==> config.mk <==
export PLATFORM = sky130hd
export DESIGN_NAME = mem_buffered_stage
export DESIGN_NICKNAME = d
export VERILOG_FILES = /design/src/rtl/mem_stage_pkg.sv /design/src/rtl/store_buffer.sv /design/src/rtl/mem_buffered_stage.sv
export SDC_FILE = /design/constraint.sdc
export NUM_CORES = 1
export LEC_CHECK = 0
export CAP_MARGIN = 10
export CELL_PAD_IN_SITES_DETAIL_PLACEMENT = 1
export CELL_PAD_IN_SITES_GLOBAL_PLACEMENT = 1
export CORE_ASPECT_RATIO = 0.9
export CORE_MARGIN = 10
export CORE_UTILIZATION = 48
export DETAILED_ROUTE_END_ITERATION = 6
export HOLD_SLACK_MARGIN = 0.06
export PLACE_DENSITY_LB_ADDON = 0.15
export SLEW_MARGIN = 20
export SYNTH_ARGS = -nofsm -noshare
export SYNTH_HDL_FRONTEND = slang
export SYNTH_SLANG_ARGS = --single-unit
==> constraint.sdc <==
create_clock -name clk -period 3.9 [get_ports clk]
set_input_delay 0.78 -clock clk [delete_from_list [all_inputs] [get_ports clk]]
set_output_delay 0.78 -clock clk [all_outputs]
set_load 0.02 [all_outputs]
==> src/rtl/mem_stage_pkg.sv <==
// mem_stage_pkg: shared state encoding and default widths for the buffered memory stage
package mem_stage_pkg;
    localparam int ADDR_W_D = 32;
    localparam int DATA_W_D = 32;
    localparam int SB_DEPTH_D = 4;
    typedef enum logic [1:0] {IDLE, DRAIN, LOAD} state_e;
endpackage

==> src/rtl/store_buffer.sv <==
// store_buffer: FIFO of pending stores with a youngest-match lookup for forwarding
module store_buffer #(
    parameter int AW = 30,
    parameter int DW = 32,
    parameter int DEPTH = 4
) (
    input  logic                     clk,
    input  logic                     rst,
    input  logic                     push,
    input  logic                     pop,
    input  logic [AW-1:0]            push_addr,
    input  logic [DW-1:0]            push_data,
    input  logic [AW-1:0]            find_addr,
    output logic [$clog2(DEPTH):0]   count,
    output logic                     full,
    output logic [AW-1:0]            head_addr,
    output logic [DW-1:0]            head_data,
    output logic                     hit,
    output logic [DW-1:0]            hit_data
);
    localparam int PW = $clog2(DEPTH);
    logic [AW-1:0] addr_q [DEPTH];
    logic [DW-1:0] data_q [DEPTH];
    logic [PW-1:0] head, tail;
    // pointers and occupancy; push and pop together leave count unchanged
    always_ff @(posedge clk) begin
        if (!rst) begin
            head  <= '0;
            tail  <= '0;
            count <= '0;
        end else begin
            if (push) tail <= tail + PW'(1);
            if (pop) head <= head + PW'(1);
            count <= count + (PW+1)'(push) - (PW+1)'(pop);
        end
    end
    // entry storage needs no reset; validity comes from head/count
    always_ff @(posedge clk) begin
        if (push) begin
            addr_q[tail] <= push_addr;
            data_q[tail] <= push_data;
        end
    end
    assign full      = count == (PW+1)'(DEPTH);
    assign head_addr = addr_q[head];
    assign head_data = data_q[head];
    // walk oldest to youngest so the youngest match wins
    always_comb begin
        hit      = 1'b0;
        hit_data = '0;
        for (int i = 0; i < DEPTH; i++)
            if ((PW+1)'(i) < count && addr_q[head + PW'(i)] == find_addr) begin
                hit      = 1'b1;
                hit_data = data_q[head + PW'(i)];
            end
    end
endmodule

==> src/rtl/mem_buffered_stage.sv <==
// mem_buffered_stage: MEM stage with store buffer, forwarding and a single-port backend
module mem_buffered_stage
    import mem_stage_pkg::*;
#(
    parameter int ADDR_W = ADDR_W_D,
    parameter int DATA_W = DATA_W_D,
    parameter int SB_DEPTH = SB_DEPTH_D,
    parameter int FWD_EN = 1
) (
    input  logic              clk,
    input  logic              rst,
    input  logic              wb_en_in,
    input  logic              mem_r_en,
    input  logic              mem_w_en,
    input  logic [ADDR_W-1:0] alu_res,
    input  logic [DATA_W-1:0] val_rm,
    output logic              wb_en_out,
    output logic [DATA_W-1:0] data_mem,
    output logic              ready,
    output logic              be_req,
    output logic              be_we,
    output logic [ADDR_W-3:0] be_addr,
    output logic [DATA_W-1:0] be_wdata,
    input  logic              be_ack,
    input  logic [DATA_W-1:0] be_rdata
);
    state_e state, state_nx;
    logic [ADDR_W-3:0] word, head_addr;
    logic [DATA_W-1:0] head_data, hit_data;
    logic [$clog2(SB_DEPTH):0] count;
    logic full, hit, fwd, miss, push, pop, load_done;
    assign word      = alu_res[ADDR_W-1:2];
    assign fwd       = mem_r_en && (FWD_EN != 0) && hit;
    assign miss      = mem_r_en && !fwd;
    assign push      = rst && mem_w_en && !full;
    assign pop       = state == DRAIN && be_ack;
    assign load_done = state == LOAD && be_ack;
    store_buffer #(.AW(ADDR_W-2), .DW(DATA_W), .DEPTH(SB_DEPTH)) u_sb (
        .clk       (clk),
        .rst       (rst),
        .push      (push),
        .pop       (pop),
        .push_addr (word),
        .push_data (val_rm),
        .find_addr (word),
        .count     (count),
        .full      (full),
        .head_addr (head_addr),
        .head_data (head_data),
        .hit       (hit),
        .hit_data  (hit_data)
    );
    // state register; reset abandons any backend transfer
    always_ff @(posedge clk) begin
        if (!rst) state <= IDLE;
        else state <= state_nx;
    end
    // next state and outputs; a pending load miss outranks draining, reset forces idle outputs
    always_comb begin
        state_nx  = (state == IDLE)  ? (miss ? LOAD : (count != '0 ? DRAIN : IDLE)) :
                    (state == DRAIN) ? (be_ack ? (miss ? LOAD : IDLE) : DRAIN) :
                                       (be_ack ? IDLE : LOAD);
        ready     = !rst || ((!mem_w_en || !full) && (!mem_r_en || fwd || load_done));
        data_mem  = !rst ? '0 : fwd ? hit_data : (mem_r_en && load_done) ? be_rdata : '0;
        be_req    = rst && state != IDLE;
        be_we     = rst && state == DRAIN;
        be_addr   = !rst ? '0 : (state == DRAIN) ? head_addr : (state == LOAD) ? word : '0;
        be_wdata  = (rst && state == DRAIN) ? head_data : '0;
        wb_en_out = wb_en_in && ready;
    end
endmodule

==> flow_summary.yaml <==
run_status:
  status: "complete, but fails checks"
  violations: "DRC, setup timing"
yosys:
  synth_area_leaders: "edfxtp_1 41%, mux4_2 24%, mux2i_1 4.7%"
  netlist_instances: 1247
  synth_commonest_cells: "248 x edfxtp_1, 190 x mux4_2, 96 x xnor2_1, 84 x mux2i_1, 57 x clkbuf_1"
  yosysUniqueCellTypes: 73
  yosys_register_bits: 259
  postSynthAreaPerCell_um2: 14.5
  yosys_warnings: 0
  synth-edff-count: 248
  syn_nets: 1358
  syn-cell-area_um2: 18100
  synth_top_cell_by_area: "edfxtp_1"
  async_reset_ff_share_pct: 0
  ys.flop_type: "edfxtp_1"
  yosysMostFrequentCell: "edfxtp_1"
  yosysSeqAreaShare_pct: 42.4
  synth_top_cell_area_share_pct: 41.2
placed_design:
  port-buffer-count: 197
  routabilityCongestion: 0.956
  hpwl_mm: 47.5
  dp.cells: 2140
  place_ws_ps: -1450
sta:
  relSlewSlack_pct: 42.2
  rsz0062_at_grt: "true"
  clock_skew_ps: 30.4
  fmaxAchievable_mhz: 192
  drv_slew: 0
  setup_violations: 45
  hold_viol_final: 0
  min_period_over_period_pct: 133
  holdWs_ps: 605
  setup_slack_ps: -1300
  setup-tns-final_ps: -40580
  worstMarginPinSlew_ps: 867
  fin_crit_ps: 5200
layout:
  nNetsFinal: 1864
  final_cells: 2259
  n_fill_cell: 3292
  multi_input_area_um2: 10800
  seq_area_um2: 7680
  post_route_cells_drive_above_1_share_pct: 48.8
  area_delta_synth_final_pct: 44.9
setup_path:
  end_kind: "output pin"
  worstSetupStartpoint: "u_sb.head[0]"
  path_class: "reg2out"
  crit-reg2reg-launch: "u_sb.head[0]"
  crit_arrival_ps: 4420
  crit_path_max_fanout: 8
  worstPathRequired_ps: 3120
  crit_path_start_kind: "flip-flop"
die:
  die_area_um2: 45800
  fp.dieH_um: 204
  initial_core_util_pct: 48.6
  ios: 200
  design.core.area_um2: 37200
  dieWidth_um: 225
  placementRows: 67
clock_network:
  clk_pin_slew_worst_paths_ps: 70
  clockRootBuffer: "clkbuf_16"
  tritoncts: "built"
  cts_buffers: 29
  hold_buffers: 0
  insertion_delay_ps: 600
  clock_path_buffers: 3
  htree_levels: 1
  cts_num_sinks: 259
job:
  drv_cap: 0
routing:
  drtIter0Drc: 2716
  wirelength_mm: 89.0
  postRouteAntennaNets: 0
  vias: 17100
  routedWlPerCell_um: 39.4
  first_pass_iters: 7
  drc: 5
  via_per_inst: 7.59
min_path:
  worstHoldStart: "state[0]"
  min_path_type: "reg2reg"
power:
  ir_worst_vdd_mv: 0.412
  power_mw: 8.40
  p_leak_nw: 9.07
  powerDensity_nw_per_um2: 321
global_route:
  grt_max_degree: 62
  grt_use_total_pct: 32.0
  antenna_found_initial: 3
  first_global_vias: 16400
  grt_pass1_wl_mm: 111
  overflow: 0
## metrics by stage
step	cell area (µm²)	utilization, %
after floorplan	18100	-
after global placement	23000	61.9
after detailed placement	23000	61.9
after CTS	25000	67.2
after global routing	26200	70.4
final	26200	70.4
## flip-flops by register name, summed over array words and instances (netlist names), named ones only
register,count
u_sb.count,3
u_sb.tail,2
u_sb.data_q,128
u_sb.head,2
u_sb.addr_q,120
state,2
## worst paths after layout
check,cells past startpoint,slack [ps],end
worst max register to register,15,100,state[0]
worst min register to register,2,600,state[0]
worst max-delay path,15,-1300,data_mem[20]
worst min-delay path,2,600,state[0]
## worst max-delay path: stages (launching register included)
cell and delay [ps]:
dfxtp_4 470, buf_12 170, mux2_1 360, mux2i_1 520, a222oi_1 280, o21ai_1 260, a211oi_2 90, buf_4 170
buf_12 130, a21bo_4 250, buf_12 150, nor3_4 200, buf_12 180, clkbuf_16 200, o2bb2ai_1 160, buf_4 200
## area by class of cell
class / count / share of cell area (%)
Clock buffer: 35 / 2.86
Tap cell: 483 / 2.31
Inverter: 20 / 0.287
Multi-Input combinational cell: 829 / 41.3
Sequential cell: 259 / 29.3
Clock inverter: 18 / 0.659
Antenna cell: 1 / 0.00955
Timing Repair Buffer: 614 / 23.2
## placed cells by master (no fill, tap or decap), types with 11 or more instances in the layout
cell type / Yosys / routed
buf_4: 9 / 349
edfxtp_1: 248 / 248
mux4_2: 190 / 190
clkdlybuf4s50_1: 0 / 145
xnor2_1: 96 / 80
mux2i_1: 84 / 72
buf_12: 0 / 52
and2_1: 45 / 39
and3_1: 35 / 35
clkbuf_16: 0 / 35
buf_6: 19 / 30
a22o_1: 27 / 27
nor4b_2: 1 / 22
a221oi_1: 36 / 21
o2bb2ai_2: 1 / 20
nand2_1: 21 / 20
inv_1: 19 / 18
dlymetal6s2s_1: 0 / 17
o21ai_0: 18 / 16
a311oi_2: 12 / 16
xor2_1: 16 / 14
a221oi_2: 1 / 13
a311oi_4: 0 / 13
nor2_1: 13 / 13
xnor2_2: 0 / 12
nand4_1: 11 / 11
a21oi_1: 12 / 11
mux2_2: 11 / 11
## where the power goes
| group | switching, mW | internal (mW) |
|---|---|---|
| Sequential | 0.143 | 3.21 |
| Clock | 1.29 | 1.56 |
| Combinational | 1.17 | 1.03 |
## cells by family after synthesis
kind of cell | count (synthesis) | synth area share (%)
flip-flops | 259 | 42.4
multiplexers | 293 | 29.6
XOR/XNOR | 112 | 5.43
adder cells (fa/ha/maj) | 9 | 0.664
buffers and inverters | 160 | 4.56
AO/OA/AOI/OAI | 214 | 10.3
AND/OR/NAND/NOR | 200 | 7.05
## metal layers
layer / vias to the layer above / global-route usage [%] / part of all wire [%]
met2: 1754 / 51.7 / 46
met4: 4 / 12.9 / 6.9
li1: 6257 / - / -
met1: 8609 / 41.1 / 34
met5: - / 0 / 0.030
met3: 514 / 7.49 / 13
## timing repair
| action | CTS | global route |
|---|---|---|
| gates resized for setup | 263 | 149 |
| pin swaps | 27 | 19 |
| buffers inserted | 29 | 27 |
| gates cloned | 7 | 7 |
| setup endpoints to repair | 67 | 52 |
Note: power is estimated with default switching activity, not from simulation.
